$ cat config.mk
export PLATFORM = sky130hd
export DESIGN_NAME = phase_accumulator_nco
export DESIGN_NICKNAME = d
export VERILOG_FILES = /design/src/rtl/phase_accumulator_nco.sv
export SDC_FILE = /design/constraint.sdc
export NUM_CORES = 1
export LEC_CHECK = 0
export BUFFER_PORTS_ARGS = -buffer_cell sky130_fd_sc_hd__buf_2
export CAP_MARGIN = 20
export CORE_ASPECT_RATIO = 2
export CORE_MARGIN = 10
export CORE_UTILIZATION = 30
export DETAILED_ROUTE_END_ITERATION = 16
export GPL_ROUTABILITY_DRIVEN = 0
export PLACE_DENSITY = 0.49
export SYNTH_ARGS = -nofsm -noshare
export SYNTH_HDL_FRONTEND = slang
export SYNTH_SLANG_ARGS = --single-unit
$ cat constraint.sdc
create_clock -name clk -period 2.45 [get_ports clk]
set_clock_uncertainty 0.1 [all_clocks]
set_input_delay 0.6125 -clock clk [delete_from_list [all_inputs] [get_ports clk]]
set_output_delay 0.6125 -clock clk [all_outputs]
set_load 0.03 [all_outputs]
$ cat src/rtl/phase_accumulator_nco.sv
// Phase-accumulator NCO producing the PSI square wave for the frequency regulator loop.
// The increment word is latched only at accumulator wrap (or on start-up / zero-word stall),
// so the output phase stays continuous while the regulator retunes it.
module phase_accumulator_nco #(
    parameter int unsigned ACC_W     = 16,
    parameter logic [7:0]  INIT_WORD = 8'h7F,
    parameter int unsigned PER_W     = 16
) (
    input  logic             clk,
    input  logic             rst,
    input  logic             en,
    input  logic [7:0]       freq_word,
    output logic             PSI,
    output logic             wrap_tick,
    output logic [ACC_W-1:0] phase,
    output logic [7:0]       active_word,
    output logic [PER_W-1:0] period_len,
    output logic             stalled
);

    localparam int unsigned SUM_W = ACC_W + 1;

    typedef enum logic {
        IDLE = 1'b0,
        RUN  = 1'b1
    } state_t;

    state_t           state, state_nxt;
    logic [ACC_W-1:0] acc, acc_nxt;
    logic [PER_W-1:0] per_cnt, per_cnt_nxt;
    logic [PER_W-1:0] per_inc;
    logic [PER_W-1:0] period_len_nxt;
    logic [7:0]       word_nxt;
    logic             tick_nxt;
    logic             stalled_nxt;
    logic [SUM_W-1:0] sum;
    logic             carry;

    // Accumulator adder with carry-out marking the wrap
    assign sum   = {1'b0, acc} + SUM_W'(active_word);
    assign carry = sum[ACC_W];

    // Saturating period counter increment
    assign per_inc = (per_cnt == '1) ? per_cnt : per_cnt + PER_W'(1);

    // Outputs taken straight from the accumulator register
    assign PSI   = acc[ACC_W-1];
    assign phase = acc;

    // Next-state and next-register values
    always_comb begin
        state_nxt      = state;
        acc_nxt        = acc;
        per_cnt_nxt    = per_cnt;
        period_len_nxt = period_len;
        word_nxt       = active_word;
        tick_nxt       = 1'b0;

        case (state)
            IDLE: begin
                acc_nxt     = '0;
                per_cnt_nxt = '0;
                if (en) begin
                    state_nxt = RUN;
                    word_nxt  = freq_word;
                end
            end
            RUN: begin
                if (!en) begin
                    // Disable wins over a coincident wrap: no tick, no reload
                    state_nxt   = IDLE;
                    acc_nxt     = '0;
                    per_cnt_nxt = '0;
                end else begin
                    acc_nxt = sum[ACC_W-1:0];
                    if (carry) begin
                        tick_nxt       = 1'b1;
                        period_len_nxt = per_inc;
                        per_cnt_nxt    = '0;
                        word_nxt       = freq_word;
                    end else begin
                        per_cnt_nxt = per_inc;
                        // A zero word never wraps, so keep sampling to escape the stall
                        if (active_word == '0) begin
                            word_nxt = freq_word;
                        end
                    end
                end
            end
            default: begin
                state_nxt   = IDLE;
                acc_nxt     = '0;
                per_cnt_nxt = '0;
            end
        endcase

        stalled_nxt = (state_nxt == RUN) && (word_nxt == '0);
    end

    // State and datapath registers
    always_ff @(posedge clk or posedge rst) begin
        if (rst) begin
            state       <= IDLE;
            acc         <= '0;
            per_cnt     <= '0;
            period_len  <= '0;
            active_word <= INIT_WORD;
            wrap_tick   <= 1'b0;
            stalled     <= 1'b0;
        end else begin
            state       <= state_nxt;
            acc         <= acc_nxt;
            per_cnt     <= per_cnt_nxt;
            period_len  <= period_len_nxt;
            active_word <= word_nxt;
            wrap_tick   <= tick_nxt;
            stalled     <= stalled_nxt;
        end
    end

endmodule

==> metrics, run 1 <==
status completed; gr ovfl total 0; slew of the pin with the lowest slew margin 0.418 ns; Crit Path Max Fanout 8; RSZ-0062 raised after global routing true; maximum VDD drop ~0.00037 V; Worst Setup Path Type reg2reg; Pleak 1.93 nW; Post-DP HPWL 5.47 mm; Hold Path Class in2async; clk_lat worst skew 0.34 ns; # clock sinks 59; PwrDens approximately 700 nW/um^2; Final Hold Fails 0; via count 2,267; Area growth, synth to finish 34.1%; final wirelength 7.89 mm; number of synthesized register bits 59; Final min period 2.42 ns; register area 1490 um^2; clock slew seen by the registers of the worst setup and hold paths around 0.050 ns; first-pass GRT wire length 12.1 mm; Avg WL per Cell 16.3 um; GRT Total Usage 10.6%; largest net degree at the start of global routing 60; crit start category register; count of final max-slew check failures 0; multi-input logic area approximately 1600 um^2; core area a little under 10,000 um^2; Final nets 369; Worst Path Required 2.57 ns; router iterations before antenna repair 4; IO Pins 54; Reg2Reg Setup Slack 0.03 ns; Die ar. between 10,000 and 15,000 um^2; DR DRC count 0; Clock Tree Buf Depth 2; final worst-path cycle share about 100%; vias in the first global route 2,402; Final setup viols 0; Yosys cell types 46; post-route ant nets 0; Max-cap violations 0; Post-CTS Setup Bufs 0; nature of the critical path endpoint register; Synth warnings 0; Max-slew headroom 72.0%; CTS tree done; Post-DP Area around 3500 um^2; layout cell share with drive strength beyond 1 41.6%; total CTS buffers 9; R2R Path End period_len[2]; syn_nets 299; vias per cell about 4.7; Post-Synthesis Cells 278; number of flops mapped to enable cells by yosys 0; Die X 90.5 um; Max H-tree Level 3; clk root buf clkbuf_16; FILL cells 993; Max Clk Rate 413 MHz; Initial Util 30.6%; FF-to-FF path depth 10; Worst R2R Start active_word[0]; post-route cell area 4000 um^2; asr flop ratio synth 100%; Synth Cell Area 2980 um^2; Iteration-0 DRC Markers 92; die height roughly 160 um; Synth Flop Type dfrtp_1; Inserted Diodes 0; Worst EP arrival 2.53 ns; Seq/Total Area, Yosys 49.8%; Port Buffers 53; Mapped Avg Cell Area 10.7 um^2; Power Total 2.77 mW; antenna violations before repair 0; row cnt 51
layout by cell type (no fill, tap or decap), drive strengths merged:
cell type	count
o21bai	1
inv	6
xnor2	7
fa	1
o2111ai	1
a2111oi	1
clkinv	3
and3	8
nor3	1
xor2	17
a21oi	14
mux2i	5
o21ba	4
dfrtp	52
or2	2
a21o	6
nand4	4
clkbuf	14
nor4	2
and2	2
bufinv	1
o211ai	2
nand2	26
clkinvlp	1
dfstp	7
nor2	38
a211oi	1
nand4b	1
o21ai	20
ha	9
nand3	18
a31oi	3
a22o	4
buf	65
nand2b	4
and4	2
cells in the mapped netlist, types with 2 or more instances:
master | count | area share [%]
buf_4 | 2 | 0.50
a21oi_1 | 12 | 2.0
nand3_1 | 17 | 2.9
o21ai_0 | 7 | 1.2
o21ai_2 | 13 | 3.8
nand2b_1 | 4 | 0.84
ha_1 | 9 | 3.8
inv_1 | 6 | 0.75
mux2i_1 | 5 | 1.7
xnor2_1 | 7 | 2.1
a22o_1 | 4 | 1.2
o21ba_2 | 4 | 1.3
nor2_1 | 37 | 4.7
clkbuf_1 | 2 | 0.25
nand4_1 | 2 | 0.42
and4_1 | 2 | 0.59
and3_1 | 8 | 1.7
xor2_1 | 17 | 5.0
a21o_1 | 6 | 1.5
a31oi_4 | 2 | 1.4
dfrtp_1 | 52 | 44
nor4_1 | 2 | 0.42
dfstp_2 | 7 | 6.2
buf_6 | 4 | 1.5
nand2_1 | 25 | 3.1
and2_1 | 2 | 0.42
routing by layer:
layer	wire, um	vias to the layer above	track usage [%]
li1	-	1113	-
met1	2960	1091	10.5
met2	4380	49	18.6
met3	353	14	3.34
met4	192	0	6.33
met5	0	-	0
cell families after synthesis:
logic type,Yosys count,synth area share (%)
buffers and inverters,15,3.19
and+or+nand+nor,108,17.8
muxes,5,1.68
xor gates and xnor gates,24,7.05
adders and majority gates,10,4.45
DFF,59,49.8
AOI/OAI and AO/OA,57,16.1
stage by stage:
step           hold WS [ns]  util (%)  TNS (ns)  setup WS [ns]  cells
2_1_floorplan         0.412         -     -1.73         -0.115    278
3_3_place_gp          0.357      35.8         0         0.0534    465
3_5_place_dp          0.362      35.8         0        0.00269    465
4_1_cts               0.248      38.9         0        0.00808    481
5_1_grt               0.245      41.0    -0.842        -0.0703    485
6_report              0.221      41.0         0         0.0315    485
critical path, stage by stage (launching register included):
cell	delay, ns
dfstp_2	0.55
ha_4	0.13
inv_2	0.03
fa_2	0.34
nand2b_4	0.16
a21oi_4	0.19
o2111ai_4	0.15
or2_4	0.33
clkbuf_16	0.20
nand2_4	0.06
o21ai_2	0.04
what timing repair did:
item / in CTS / in global routing
endpoints found under the setup margin: 5 / 25
gates resized for setup: 1 / 33
pin swaps: 2 / 18
cloned: 0 / 4
hold buffers: 0 / 0
report_power, final:
part	switching [mW]	internal, mW	total [mW]
registers	0.0450	1.03	1.07
clock network	0.447	0.808	1.25
logic	0.275	0.163	0.438
state kept, by name, indices dropped and copies added (netlist names):
name and count:
phase 16, state 1, active_word 8, per_cnt 16, stalled 1, wrap_tick 1, period_len 16
final cells by class:
cell class | count | share of cell area (%)
well taps | 132 | 4.13
repair buffers | 68 | 11.9
flip-flops and latches | 59 | 37.1
multi-input cells | 204 | 38.9
inverters | 6 | 0.563
clock inverters | 5 | 1.31
clock buffers | 11 | 6.07
worst max path at each step:
stage	from	endpoint	slack [ns]
detailed placement	active_word[0]	active_word[6]	0.003
global placement	active_word[0]	active_word[2]	0.05
finish	active_word[0]	period_len[2]	0.03
floorplan	active_word[0]	period_len[5]	-0.11
CTS	active_word[0]	active_word[6]	0.008
global route	active_word[0]	active_word[4]	-0.07
Power figures use the tool's default switching activity.
==> run 2: changes to the inputs <==
--- a/config.mk
+++ b/config.mk
@@ -5,7 +5,7 @@
 export SDC_FILE = /design/constraint.sdc
 export NUM_CORES = 1
 export LEC_CHECK = 0
-export BUFFER_PORTS_ARGS = -buffer_cell sky130_fd_sc_hd__buf_2
+export BUFFER_PORTS_ARGS = -buffer_cell sky130_fd_sc_hd__buf_4
 export CAP_MARGIN = 20
 export CORE_ASPECT_RATIO = 2
 export CORE_MARGIN = 10
==> run 2 against run 1 <==
  * Worst hold slack better by 0.020 ns
  * Via count grew 2.0%
  * Utilization grew 1.3 points
  * Sequential share of layout area shrank 1.1 points
  * Clock-buffer cell count grew 1
  * Combinational power up 5.3%
  * First-iteration DRC count is 35% lower
  * Sequential power about the same
  * Critical path depth stayed put
  * Register-to-register slack lost 0.02 ns
  * Total power is 4.2% lower
==> metrics, run 2 (synthesis gave the netlist of run 1 again) <==
status completed (unchanged); count of final max-slew check failures 0 (unchanged); met3 usage 3.71% (was 3.34%); Max-cap violations 0 (unchanged); crit start category register (unchanged); Final setup viols 0 (unchanged); Die X 90.5 um (unchanged); PwrDens 642 nW/um^2 (was 692 nW/um^2); CP bufs+invs 2 (unchanged); slew of the pin with the lowest slew margin 0.484 ns (was 0.418 ns); Hold Path Class in2async (unchanged); RSZ-0062 raised after global routing true (unchanged); gr ovfl total 0 (unchanged); Worst path max stage delay 0.54 ns (was 0.55 ns); Die ar. 14,600 um^2 (unchanged); row cnt 51 (unchanged); nature of the critical path endpoint register (unchanged); clock slew seen by the registers of the worst setup and hold paths 0.05 ns (about the same); die height 161 um (unchanged); hold buffers post-CTS 0 (unchanged); Iteration-0 DRC Markers 60 (was 92); Power Total 2.65 mW (was 2.77 mW); routing usage on met1 9.93% (was 10.5%); DR DRC count 0 (unchanged); Area growth, synth to finish 38.3% (was 34.1%); Post-DP HPWL 5.51 mm (was 5.47 mm); Clock Tree Buf Depth 2 (unchanged); clk root buf clkbuf_16 (unchanged); maximum VDD drop 0.000408 V (was 0.000375 V); vias per cell 4.76 (was 4.67); Max H-tree Level 3 (unchanged); post-route ant nets 0 (unchanged); Port Buffers 53 (unchanged); # clock sinks 59 (unchanged); Worst R2R Start active_word[0] (unchanged); Final nets 371 (was 369); critical-path cell list ha_4 > inv_2 > fa_2 > nand2b_4 > a21oi_4 > o2111ai_4 > or2_4 > clkbuf_16 > nand2_4 > o21ai_2 (unchanged); Crit Path Max Fanout 8 (unchanged); via count 2,313 (was 2,267); Max-slew headroom 67.6% (was 72.0%); most frequent cells in the layout buf_4, dfrtp_1, nor2_1, nand3_1, xor2_1 (was buf_2, dfrtp_1, nor2_1, nand3_1, xor2_1); vias in the first global route 2,431 (was 2,402); antenna violations before repair 0 (unchanged); GR Layer Usage met2 18.9% (was 18.6%); core area 9760 um^2 (unchanged); Final min period 2.44 ns (was 2.42 ns); Final Hold Fails 0 (unchanged); critical-path cell with the highest stage delay dfstp_2 (unchanged); clk_lat worst skew 0.33 ns (was 0.34 ns); CTS tree done (unchanged); Most Crowded Layer GR met2 (unchanged); Worst EP arrival 2.55 ns (was 2.53 ns); Avg WL per Cell 16.1 um (was 16.3 um); Initial Util 30.6% (unchanged); first-pass GRT wire length 12.1 mm (about the same); CP delay by family, top simple AND/OR/NAND/NOR gates (was flip-flops); GRT Total Usage 10.4% (was 10.6%); final wirelength 7.82 mm (was 7.89 mm); Worst Path Required 2.56 ns (was 2.57 ns); router iterations before antenna repair 4 (unchanged); total CTS buffers 9 (unchanged); Max Clk Rate 410 MHz (was 413 MHz); post-route setup TNS 0 ns (unchanged); Inserted Diodes 0 (unchanged); largest net degree at the start of global routing 60 (unchanged); final worst-path cycle share 99.6% (was 98.7%); CP startpoint active_word[0] (unchanged); layout cell share with drive strength beyond 1 41.8% (was 41.6%); IO Pins 54 (unchanged); Worst Setup Path Type reg2reg (unchanged); commonest non-fill, non-tap cell in the layout buf_4 (was buf_2); FILL cells 971 (was 993); Pleak 1.93 nW (about the same)
==> run 2: per-stage QoR <==
stage / area (um^2) / cells / hold slack (ns) / setup WS [ns] / util [%]
floorplan: 3020 / 278 / 0.412 / -0.115 / -
finish: 4130 / 486 / 0.242 / 0.00952 / 42.3
detailed placement: 3620 / 464 / 0.370 / -0.0344 / 37.1
CTS: 3890 / 480 / 0.262 / 0.00253 / 39.8
global placement: 3620 / 464 / 0.365 / 0.0105 / 37.1
global route: 4130 / 486 / 0.270 / -0.0878 / 42.3
==> run 2: metal layers <==
metal	wire [um]	part of all wire, %
met5	0	0
met4	257	3.3
met3	410	5.2
met2	4430	57
met1	2720	35
==> run 2: tightest hold or removal path, cell delays in order <==
cell and delay, ns:
buf_4 0.11, inv_2 0.06, buf_12 0.27
==> run 2: cell type report <==
cell class	count	area [um^2]	share of cell area, %
Clock buffer	12	246	5.97
Inverter	6	22.5	0.546
Multi-Input combinational cell	204	1570	38.1
Sequential cell	59	1490	36.0
Clock inverter	3	15.0	0.364
Timing Repair Buffer	70	619	15.0
Tap cell	132	165	4.00
==> run 2: final timing paths <==
path                                   to  slack [ns]  cells past startpoint
setup / recovery            period_len[0]        0.01                     10
min in group clk                    state        0.36                      1
setup reg to reg            period_len[0]        0.01                     10
hold / removal             period_len[15]        0.24                      3
max in group asynchronous  active_word[6]        1.68                      3
hold reg to reg             period_len[9]        0.40                      2
==> run 2: what timing repair did <==
action	CTS	global route
endpoints found under the setup margin	17	27
cloned	0	4
setup buffers	1	2
pin swaps	2	25
resized for setup	0	37
hold endpoints to repair	0	0
==> run 2: where the power goes <==
| part | switching [mW] | internal (mW) | leakage (nW) |
|---|---|---|---|
| registers | 0.0454 | 1.03 | 0.791 |
| clock network | 0.416 | 0.699 | 0.132 |
| logic | 0.276 | 0.185 | 1.01 |
